===== src/rtl/cr_kme_word_packer.sv =====
// cr_kme_word_packer
// Packs 32-bit upstream beats into 64-bit words for the downstream kme fifo.
// The first beat of a pair goes in bits [31:0] and the second in bits [63:32].
// A beat flagged in_last that arrives with no low half held is zero-padded
// into a word of its own.
// One completed word is parked in a pending register. The fifo write and a
// new word landing in that register can happen in the same cycle.
//
// Ports
//   clk, rst        : clock, synchronous active-high reset
//   in_data/in_valid/in_last/in_ready : upstream beat handshake
//   fifo_in         : pending packed word (write data)
//   fifo_in_valid   : write strobe, combinational from pend_v and stall
//   fifo_in_stall   : downstream full / stall override
//   word_cnt/pad_cnt: statistics; constant 0 unless CR_KME_PACKER_STATS_EN
//
// Build option: define CR_KME_PACKER_STATS_EN to compile in the counters.

module cr_kme_word_packer (
  input  logic        clk,
  input  logic        rst,
  input  logic [31:0] in_data,
  input  logic        in_valid,
  input  logic        in_last,
  output logic        in_ready,
  output logic [63:0] fifo_in,
  output logic        fifo_in_valid,
  input  logic        fifo_in_stall,
  output logic [15:0] word_cnt,
  output logic [15:0] pad_cnt
);

  localparam int unsigned LANE_W = 32;
  localparam int unsigned WORD_W = 64;
  localparam int unsigned CNT_W  = 16;

  typedef enum logic {
    EMPTY = 1'b0,
    HALF  = 1'b1
  } lane_state_e;

  lane_state_e       state_q, state_d;
  logic [LANE_W-1:0] lo_reg, lo_d;
  logic [WORD_W-1:0] pend_data, pend_data_d;
  logic              pend_v, pend_v_d;
  logic              accept;
  logic              drain;

  // Accept only when the pending slot is free or is being written this cycle.
  assign in_ready      = ~rst & (~pend_v | ~fifo_in_stall);
  assign fifo_in_valid = ~rst & pend_v & ~fifo_in_stall;
  assign fifo_in       = pend_data;
  assign accept        = in_valid & in_ready;
  assign drain         = fifo_in_valid;

  // Lane FSM next state and datapath next values.
  always_comb begin
    state_d     = state_q;
    lo_d        = lo_reg;
    pend_data_d = pend_data;
    pend_v_d    = pend_v & ~drain;
    if (accept) begin
      unique case (state_q)
        EMPTY: begin
          if (in_last) begin
            pend_data_d = {LANE_W'(0), in_data};
            pend_v_d    = 1'b1;
          end else begin
            lo_d    = in_data;
            state_d = HALF;
          end
        end
        HALF: begin
          pend_data_d = {in_data, lo_reg};
          pend_v_d    = 1'b1;
          state_d     = EMPTY;
        end
        default: state_d = EMPTY;
      endcase
    end
  end

  // State and datapath registers.
  always_ff @(posedge clk) begin
    if (rst) begin
      state_q   <= EMPTY;
      lo_reg    <= '0;
      pend_data <= '0;
      pend_v    <= 1'b0;
    end else begin
      state_q   <= state_d;
      lo_reg    <= lo_d;
      pend_data <= pend_data_d;
      pend_v    <= pend_v_d;
    end
  end

`ifdef CR_KME_PACKER_STATS_EN
  logic             pend_pad;
  logic [CNT_W-1:0] word_q;
  logic [CNT_W-1:0] pad_q;

  // pend_pad marks the parked word as a zero-padded single-beat word.
  always_ff @(posedge clk) begin
    if (rst) begin
      pend_pad <= 1'b0;
      word_q   <= '0;
      pad_q    <= '0;
    end else begin
      if (accept && (state_q == HALF || in_last)) begin
        pend_pad <= (state_q == EMPTY);
      end
      if (drain) begin
        word_q <= word_q + CNT_W'(1);
      end
      if (drain && pend_pad) begin
        pad_q <= pad_q + CNT_W'(1);
      end
    end
  end

  assign word_cnt = word_q;
  assign pad_cnt  = pad_q;
`else
  assign word_cnt = '0;
  assign pad_cnt  = '0;
`endif

endmodule


===== config.mk =====
export PLATFORM = sky130hd
export DESIGN_NAME = cr_kme_word_packer
export DESIGN_NICKNAME = d
export VERILOG_FILES = /design/src/rtl/cr_kme_word_packer.sv
export SDC_FILE = /design/constraint.sdc
export NUM_CORES = 1
export LEC_CHECK = 0
export CORE_UTILIZATION = 30
export CTS_CLUSTER_SIZE = 16
export DETAILED_ROUTE_END_ITERATION = 16
export SLEW_MARGIN = 40
export SYNTH_ARGS = -nofsm -noshare
export SYNTH_HDL_FRONTEND = slang
export SYNTH_SLANG_ARGS = --single-unit

===== constraint.sdc =====
create_clock -name clk -period 1.8 [get_ports clk]
set_input_delay 0.36 -clock clk [delete_from_list [all_inputs] [get_ports clk]]
set_output_delay 0.36 -clock clk [all_outputs]
set_load 0.01 [all_outputs]

; ---- Word-level counts from Yosys, hierarchy flattened
; Cells that the tools add are included.
[word_totals]
ff_bits = 98
input_bits = 37
[op_classes]
n_mux = 7
eq_ne = 1
n_reduce_logical = 2
n_bitwise = 12
[op_table]
columns = operator, n
row1 = $pmux W64 S2, 1
row2 = $mux W64, 1
row3 = $not A1 Y1, 6
row4 = $and A1 B1 Y1, 5
row5 = $pmux W1 S2, 2
row6 = $mux W1, 3
row7 = $reduce_and A3 Y1, 1
row8 = $ne A2 B2 Y1 const B, 1
row9 = $reduce_and A2 Y1, 1
row10 = $or A1 B1 Y1, 1

; ---- Logic depth before layout (Yosys ltp)
; Gate-level depths: netlist (run 1).
[depth]
word_depth = 8
mapped_depth = 6
mapped_depth_nobuf = 3

; ---- Worst setup path after synthesis (run 1)
; Ideal clock, no wire load.
[synth_timing]
path_type = input port to flip-flop
start = in fifo_in_stall
end = reg pend_data[34] (netlist: fifo_in[34])
required_time_ns = 1.683
path_buffers = 2
setup_slack_ns = 0.374
path_stages = 5
setup_time_ns = 0.117
arrival_ns = 1.309
path_cell_list = and2_1 > buf_6 > o31a_4 > buf_6 > a22o_1
[synth_between]
elab_chain_cells = 5
[synth_lines]
columns = item, line_no
row1 = start: declaration, 28  ; input logic fifo_in_stall,
row2 = $not A1 Y1, 50  ; assign in_ready = ~rst & (~pend_v | ~fifo_in_stall);
row3 = $or A1 B1 Y1, 50
row4 = $and A1 B1 Y1, 50
row5 = $and A1 B1 Y1, 53  ; assign accept = in_valid & in_ready;
row6 = $reduce_and A2 Y1 (no line), --
row7 = end signal: assignment, 93  ; pend_data <= pend_data_d;
row8 = end: declaration, 44  ; logic [WORD_W-1:0] pend_data, pend_data_d;
; No other way between the ends.
; A chain may end at the register's enable or synchronous reset.

; ---- Final worst setup path (run 1)
[layout_timing]
start = in fifo_in_stall
end = out fifo_in_valid
[layout_between]
elab_chain_cells = 2
[layout_lines]
columns = item, line_no
row1 = $not A1 Y1, 51  ; assign fifo_in_valid = ~rst & pend_v & ~fifo_in_stall;
row2 = $and A1 B1 Y1, 51
row3 = end: declaration, 27  ; output logic fifo_in_valid,
; No other way between the ends.

==> results_dict.tcl, run 1 <==
set metrics [dict create \
    synth-adder-area-share_pct 0 \
    yosys.area_share.simple_pct 8.31 \
    antenna_found_initial 0 \
    route.met2.wl_um 5670 \
    netlist_instances 421 \
    clock-sinks 98 \
    clkTransAtPathRegs_ns 0.06 \
    routed.top_layer "met4" \
    clockRootBuffer "clkbuf_16" \
    grt_pass1_wl_um 19000 \
    hold_slack_ns 0.462 \
    wl_per_cell_um 17.5 \
    status "completed" \
    p_total_mw 5.18 \
    fin_crit_ns 1.70 \
    initial_core_util_pct 31.1 \
    ctsHoldBuffers 0 \
    rows 43 \
    synth_cell_type_count 26 \
    tns_ns 0 \
    hpwl_um 7910 \
    regArea_mm2 0.00196 \
    dp_worst_setup_slack_ns -0.197 \
    overflow 0 \
    largest_register_ffs 64 \
    ys_top_cells_by_area "dfxtp_1 45%, a211oi_2 8.3%, mux2i_1 7.3%" \
    portBuffers 102 \
    ant_nets 0 \
    ys_seq_elements 98 \
    required_ns 1.44 \
    start_kind "primary input" \
    total_leakage_power_nw 2.14 \
    yosysTopAreaCell "dfxtp_1" \
    final_util_pct 40.9 \
    synth_edf_count 0 \
    wl_met3_um 655 \
    multi_input_area_mm2 0.00201 \
    place_area_mm2 0.00543 \
    wl_um 12000 \
    diodes 0 \
    grt_pass1_vias 3450 \
    synth-xor-area-share_pct 0 \
    irDropWorstVdd_v 0.000405 \
    drv_slew 0 \
    cp-end-kind "output port" \
    async_flop_share_pct 0 \
    final_cells 687 \
    drtIter0Drc 203 \
    ys_seq_area_share_pct 44.9 \
    p_per_area_mw_per_mm2 902 \
    synth_top_flop_cell "dfxtp_1" \
    synth_top_family_by_area "compound AO/OA/AOI/OAI gates" \
    yosys.area.top_type_share_pct 44.9 \
    remaining_drc_errors 0 \
    hold_viol 0 \
    area_delta_synth_final_pct 31.6 \
    drt-pass1-iter-count 4 \
    via_per_inst 5.27 \
    synth_mux_area_share_pct 7.34 \
    vias 3619 \
    grt_usage_pct 16.4 \
    path_max_fanout 3 \
    io_pins 135 \
    die_h_um 123 \
    gp_congestion 0.722 \
    m1WireLength_um 5490 \
    fp.dieW_um 123 \
    core_area_mm2 0.0140 \
    clock_latency_ns 0.35 \
    final.setup.worst_slack_ns 0.0971 \
    h-tree-depth 3 \
    setup_viol 0 \
    syn_area_mm2 0.00437 \
    finClkSkew_ns 0.00720 \
    grt_setup_unrepaired "no" \
    drive_above_1_share_pct 14.6 \
    max_freq_ghz 0.587 \
    clk_path_buf_depth 2 \
    grt_max_degree 50 \
    arrival_ns 1.34 \
    criticalPathCategory "primary input to output port" \
    finalInstanceArea_mm2 0.00575 \
    yosysWarnings 0 \
    drv_cap 0 \
    n_fill_cell 1343 \
    cts_tree "yes" \
    hp-class "register to register" \
    placedCellCount 671 \
    nets 539 \
    synth-compound-area-share_pct 27.1 \
    numCtsBuffers 9 \
    die_area_mm2 0.0150 \
    synth_area_per_cell_um2 10.4 \
    fin_crit_sh_pct 94.6 \
]
cell usage in the layout, fill, tap and decap left out, types with 2 or more instances in the layout:
| cell type | instances |
|---|---|
| nand4_1 | 32 |
| dlygate4sd2_1 | 2 |
| a211oi_2 | 29 |
| inv_1 | 2 |
| clkdlybuf4s50_1 | 98 |
| buf_4 | 18 |
| a211oi_1 | 3 |
| clkbuf_1 | 2 |
| nand2_1 | 32 |
| o311ai_1 | 32 |
| dfxtp_1 | 97 |
| clkbuf_16 | 9 |
| buf_2 | 2 |
| bufinv_16 | 2 |
| a22o_1 | 32 |
| buf_12 | 4 |
| clkinvlp_4 | 2 |
| mux2i_1 | 32 |
| conb_1 | 32 |
| a31oi_1 | 32 |
critical path: stages:
cell and delay (ns):
clkdlybuf4s50_1 0.48, nor3b_1 0.21, dlygate4sd2_1 0.29
final timing paths:
path,cells after the start,start,to,slack (ns)
hold / removal,2,lo_reg[1]$_SDFFE_PP0P_,lo_reg[1]$_SDFFE_PP0P_,0.46
setup / recovery,3,fifo_in_stall,fifo_in_valid,0.1
setup reg to reg,4,state_q$_SDFFE_PP0P_,lo_reg[27]$_SDFFE_PP0P_,0.34
hold reg to reg,2,lo_reg[1]$_SDFFE_PP0P_,lo_reg[1]$_SDFFE_PP0P_,0.46
cell families after synthesis:
| logic type | after synthesis |
|---|---|
| other cells | 1 |
| mux | 32 |
| buf+inv | 87 |
| simple gates | 71 |
| compound gates | 132 |
| flops | 98 |
power by group:
| part | switching (mW) | internal, mW | leakage, nW | total, mW |
|---|---|---|---|---|
| combinational | 0.436 | 0.336 | 1.20 | 0.773 |
| clock | 0.830 | 1.26 | 0.149 | 2.09 |
| sequential | 0.0559 | 2.27 | 0.799 | 2.32 |
timing repair:
item	in CTS	in global routing
endpoints found under the setup margin	2	0
gates resized for setup	2	0
buffers inserted	0	0
Yosys cell counts (2+ instances only):
cell type and instances:
a211oi_1 3, a211oi_2 29, a22o_1 32, a31oi_1 32, and3_1 2, buf_1 2
buf_2 17, buf_4 33, buf_6 8, clkbuf_1 25, dfxtp_1 98, inv_1 2
mux2i_1 32, nand2_1 32, nand4_1 32, o311ai_1 32
per-layer routing:
layer | track usage [%] | up-vias
met3 | 5.07 | 18
met1 | 21.1 | 1763
li1 | - | 1718
met4 | 4.88 | 0
met2 | 26.3 | 120
met5 | 0 | -
area by class of cell:
type	count	share of cell area (%)
Clock buffer	12	4.29
Clock inverter	4	1.31
Inverter	2	0.131
Multi-Input combinational cell	267	34.9
Sequential cell	98	34.2
Tap cell	180	3.92
Timing Repair Buffer	124	21.3
No activity file was read; power rests on OpenSTA's default activity.
==> run 2, diff against run 1 <==
ABC_CLOCK_PERIOD_IN_PS = 1800   (was default)
CORE_ASPECT_RATIO = 0.7   (was default)
GPL_TIMING_DRIVEN = 0   (was default)
==> run 2 against run 1 <==
  * Global-route usage up 1.7 points
  * Highest routed layer unchanged
  * Power down 3.7%
  * Largest power group unchanged
  * First-iteration DRC count up 41%
  * Die area about the same
  * Final cell count up 11%
==> results_dict.tcl, run 2 (synthesis gave the netlist of run 1 again) <==
set metrics [dict create \
    status "completed" \
    cp_top_family "buffers and inverters" \
    grt_usage_pct 18.1 \
    final_util_pct 43.0 \
    cpMostUsedCell "buf_6" \
    portBuffers 101 \
    hold_slack_ns 0.299 \
    power.switching_mw 1.37 \
    relSlewSlack_pct 45.8 \
    clock_latency_ns 0.35 \
    remaining_drc_errors 0 \
    grt_pass1_vias 3877 \
    clk_path_buf_depth 2 \
    swShare_pct 27.4 \
    arrival_ns 1.35 \
    total_leakage_power_nw 2.36 \
    grt_pass1_wl_um 20800 \
    hpwl_um 9500 \
    wl_per_cell_um 17.6 \
    fin_crit_sh_pct 95.2 \
    tightest_slew_ns 0.813 \
    regToRegStartpoint "state_q$_SDFFE_PP0P_" \
    grt_max_degree 16 \
    cts_tree "yes" \
    holdPathEnd "fifo_in[0]$_SDFFE_PP0P_" \
    pwr-share-comb_pct 17.3 \
    fin_crit_ns 1.71 \
    slowest_delay_ns 0.33 \
    seqPwrFrac_pct 46.5 \
    p_int_mw 3.63 \
    drt-pass1-iter-count 5 \
    overflow 0 \
    rrSetupSlack_ns 0.15 \
    worst_r2r_path_depth 6 \
    vias 3905 \
    drive_above_1_share_pct 19.6 \
    via_per_inst 5.12 \
    grt_setup_unrepaired "no" \
    rows 36 \
    core_area_mm2 0.0141 \
    finClkSkew_ns 0.00701 \
    ant_nets 0 \
    diodes 0 \
    die_h_um 103 \
    irDropWorstVdd_v 0.000479 \
    holdPathStages 2 \
    crit_chain "a21oi_2 -> buf_6 -> buf_6 -> clkdlybuf4s15_2" \
    mostFrequentLayoutCells "98 x dfxtp_1, 98 x clkdlybuf4s50_1, 35 x buf_4" \
    cp-end-kind "output port" \
    crit_path_top_delay_cell "dfxtp_1" \
    pwr-share-clk_pct 36.2 \
    criticalPathCategory "register to output port" \
    antenna_found_initial 0 \
    drv_slew 0 \
    clock-sinks 98 \
    max_freq_ghz 0.583 \
    p_per_area_mw_per_mm2 826 \
    h-tree-depth 3 \
    path_max_fanout 10 \
    hold_viol 0 \
    required_ns 1.44 \
    gp_congestion 0.780 \
    numCtsBuffers 9 \
    start_kind "register" \
    largest_register_ffs 64 \
    die_area_mm2 0.0150 \
    area_delta_synth_final_pct 38.4 \
    nets 604 \
    wl_um 13400 \
    fp.dieW_um 146 \
    clkTransAtPathRegs_ns 0.07 \
    setup_viol 0 \
    initial_core_util_pct 31.1 \
    worstHoldStart "rst" \
    drtIter0Drc 286 \
    clockRootBuffer "clkbuf_16" \
    io_pins 135 \
    drv_cap 0 \
    hp-class "primary input to register" \
    critical_path_buf_inv_count 3 \
    worstReg2RegEnd "fifo_in[30]$_SDFFE_PP0P_" \
]
[run 2: changes by cell type in the layout (fill, tap and decap cells not counted), sizes merged]
cell / before / now
buf: 24 / 63
bufinv: 2 / 0
clkbuf: 12 / 36
clkdlybuf4s15: 0 / 1
clkinv: 0 / 3
[run 2: area by class of cell]
cell class	count	area, µm²
multi-input cells	267	1990
clock inverters	5	30.0
flip-flops and latches	98	1960
plain buffers	85	538
inverters	2	7.51
fillers	1360	8010
repair buffers	104	1030
clock buffers	11	243
well taps	190	238
[run 2: power by group through the flow]
stage               logic (mW)  registers, mW  clock network (mW)
floorplan                0.471           2.38                   0
global placement         0.827           2.37                   0
detailed placement       0.844           2.37                   0
CTS                      0.852           2.32                1.85
global route             0.930           2.33                1.93
finish                   0.863           2.32                1.81
[run 2: through the flow]
step	power (mW)	TNS, ns	setup slack (ns)	cells	cell area (µm²)
floorplan	2.86	0	0.374	452	4480
global placement	3.20	-20.61	-0.675	743	5730
detailed placement	3.22	-23.91	-0.670	743	5730
CTS	5.02	0	0.0189	760	6020
global route	5.19	0	0.0391	762	6040
finish	4.99	0	0.0857	762	6040
[run 2: worst register-to-register path, cell delays in order, from the launching register on]
cell      delay, ns
dfxtp_1        0.30
buf_2          0.22
or2_1          0.14
buf_2          0.21
buf_2          0.28
a31oi_1        0.15
a211oi_2       0.26
[run 2: worst max path at each step]
| stage | cells past startpoint | slack (ns) | end | startpoint |
|---|---|---|---|---|
| final | 4 | 0.09 | in_ready | pend_v$_SDFF_PP0_ |
| after global routing | 4 | 0.04 | in_ready | pend_v$_SDFF_PP0_ |
| after CTS | 4 | 0.02 | in_ready | pend_v$_SDFF_PP0_ |
| after detailed placement | 5 | -0.67 | in_ready | fifo_in_stall |
| after global placement | 5 | -0.68 | in_ready | fifo_in_stall |
| after floorplan | 5 | 0.37 | fifo_in[34]$_SDFFE_PP0P_ | fifo_in_stall |
[run 2: metal layers]
layer	vias to the layer above	track usage (%)	routed length [µm]
met2	131	28.9	5990
met4	0	5.85	193
met1	1908	23.6	6240
li1	1851	-	-
met3	15	5.62	967
met5	-	0	0
[run 2: timing repair]
action,in CTS,in global routing
hold buffers,0,0
resized for setup,10,3
pin swaps,1,0
setup endpoints to repair,13,30
setup buffers,1,2
==> run 3, diff against run 2 <==
REMOVE_ABC_BUFFERS = 1   (was default)
SETUP_SLACK_MARGIN = 0.1   (was default)
==> run 3 against run 2 <==
  * Non-clock buffer count is 63 lower
  * Die area unchanged
  * Sequential power about the same
  * Register-to-register slack about the same
  * Maximum frequency grew 2.9%
  * Utilization down 0.49 points
  * Clock skew up 0.0030 ns
==> results_dict.tcl, run 3 (synthesis gave the netlist of run 1 again) <==
set metrics [dict create \
    layout_commonest_cell "dfxtp_1" \
    initial_core_util_pct 31.1 \
    fin_crit_ns 1.67 \
    ctsHoldBuffers 0 \
    required_ns 1.44 \
    mostFrequentLayoutCells "97 x dfxtp_1, 96 x clkdlybuf4s50_1" \
    drv_slew 0 \
    start_kind "primary input" \
    grt_usage_pct 16.2 \
    finalInstanceArea_mm2 0.00597 \
    finClkSkew_ns 0.00997 \
    hp-class "primary input to register" \
    via_per_inst 5.29 \
    worst_r2r_path_depth 6 \
    crit_start "rst" \
    crit_path_top_delay_cell "dlygate4sd2_1" \
    die_area_mm2 0.0150 \
    ant_nets 0 \
    rows 36 \
    drtIter0Drc 110 \
    grt_setup_unrepaired "no" \
    gp_congestion 0.672 \
    final_cells 701 \
    overflow 0 \
    hpwl_um 7560 \
    drive_above_1_share_pct 16.8 \
    wl_per_cell_um 18.3 \
    area_delta_synth_final_pct 36.9 \
    regToRegStartpoint "state_q$_SDFFE_PP0P_" \
    max_freq_ghz 0.600 \
    cp-end-kind "output port" \
    grt_max_degree 36 \
    diodes 0 \
    setup_viol 0 \
    irDropWorstVdd_v 0.000431 \
    largest_register_ffs 64 \
    grt_pass1_vias 3595 \
    p_per_area_mw_per_mm2 869 \
    antenna_found_initial 0 \
    placedCellCount 669 \
    drv_cap 0 \
    n_fill_cell 1350 \
    slowest_delay_ns 0.28 \
    dp_worst_setup_slack_ns -0.650 \
    h-tree-depth 3 \
    fin_crit_sh_pct 92.6 \
    hold_viol 0 \
    die_h_um 103 \
    path_max_fanout 18 \
    rrSetupSlack_ns 0.16 \
    final.setup.worst_slack_ns 0.134 \
    io_pins 135 \
    clockRootBuffer "clkbuf_16" \
    fp.dieW_um 146 \
    crit_chain "buf_6 -> buf_12 -> a21oi_4 -> buf_8 -> dlygate4sd2_1" \
    drt-pass1-iter-count 4 \
    clock-sinks 98 \
    total_leakage_power_nw 2.23 \
    tns_ns 0 \
    portBuffers 102 \
    cts_tree "yes" \
    clkTransAtPathRegs_ns 0.07 \
    status "completed" \
    core_area_mm2 0.0141 \
    place_area_mm2 0.00545 \
    clock_latency_ns 0.34 \
    p_total_mw 5.19 \
    numCtsBuffers 9 \
    vias 3709 \
    clk_path_buf_depth 2 \
    arrival_ns 1.31 \
    criticalPathCategory "primary input to output port" \
    remaining_drc_errors 0 \
    grt_pass1_wl_um 19200 \
    wl_um 12800 \
    critPathCapture "in_ready" \
    nets 543 \
    worstReg2RegEnd "fifo_in[1]$_SDFFE_PP0P_" \
]
-- run 3: layout make-up --
class                      count  area [µm²]  share of cell area [%]
clock buffer                  10         239                    4.00
clock inverter                 6        70.1                    1.17
timing repair buffer         126        1390                    23.3
tap                          190         238                    3.98
multi-input combinational    269        2060                    34.4
inverter                       2        12.5                   0.209
sequential                    98        1970                    32.9
-- run 3: per-stage QoR --
stage               utilization (%)  hold WS (ns)
floorplan                         -         0.425
detailed placement             38.8         0.456
global placement               37.1         0.449
CTS                            41.6         0.329
finish                         42.5         0.363
global route                   42.5         0.357
-- run 3: worst max-delay path, delay by kind of cell --
kind	cells	cell delay (ns)
compound gates	1	0.05
buf+inv	4	0.88
-- run 3: power by group --
group	switching [mW]	leakage, nW	internal [mW]	total (mW)
registers	0.0538	0.799	2.26	2.32
clock network	0.869	0.154	1.13	2.00
logic	0.477	1.28	0.392	0.868
total	1.40	2.23	3.79	5.19
-- run 3: routing by layer --
layer	track usage, %	up-vias	routed length [µm]
li1	-	1733	-
met1	20.7	1835	6160
met2	26.9	125	5880
met3	3.94	16	639
met4	5.37	0	148
met5	0	-	0
-- run 3: timing repair --
action / in CTS / in global routing
cloned: 2 / 3
gates resized for setup: 10 / 3
buffers inserted: 5 / 6
pin swaps: 5 / 3
endpoints found under the setup margin: 84 / 16
-- run 3: how the worst min path moves through the flow --
stage | from | endpoint | slack [ns] | depth (start not counted)
after floorplan | rst | fifo_in[10]$_SDFFE_PP0P_ | 0.42 | 1
after global placement | lo_reg[14]$_SDFFE_PP0P_ | lo_reg[14]$_SDFFE_PP0P_ | 0.45 | 2
after detailed placement | lo_reg[17]$_SDFFE_PP0P_ | lo_reg[17]$_SDFFE_PP0P_ | 0.46 | 2
after CTS | rst | fifo_in[17]$_SDFFE_PP0P_ | 0.33 | 2
after global routing | rst | fifo_in[17]$_SDFFE_PP0P_ | 0.36 | 2
final | rst | fifo_in[17]$_SDFFE_PP0P_ | 0.36 | 2
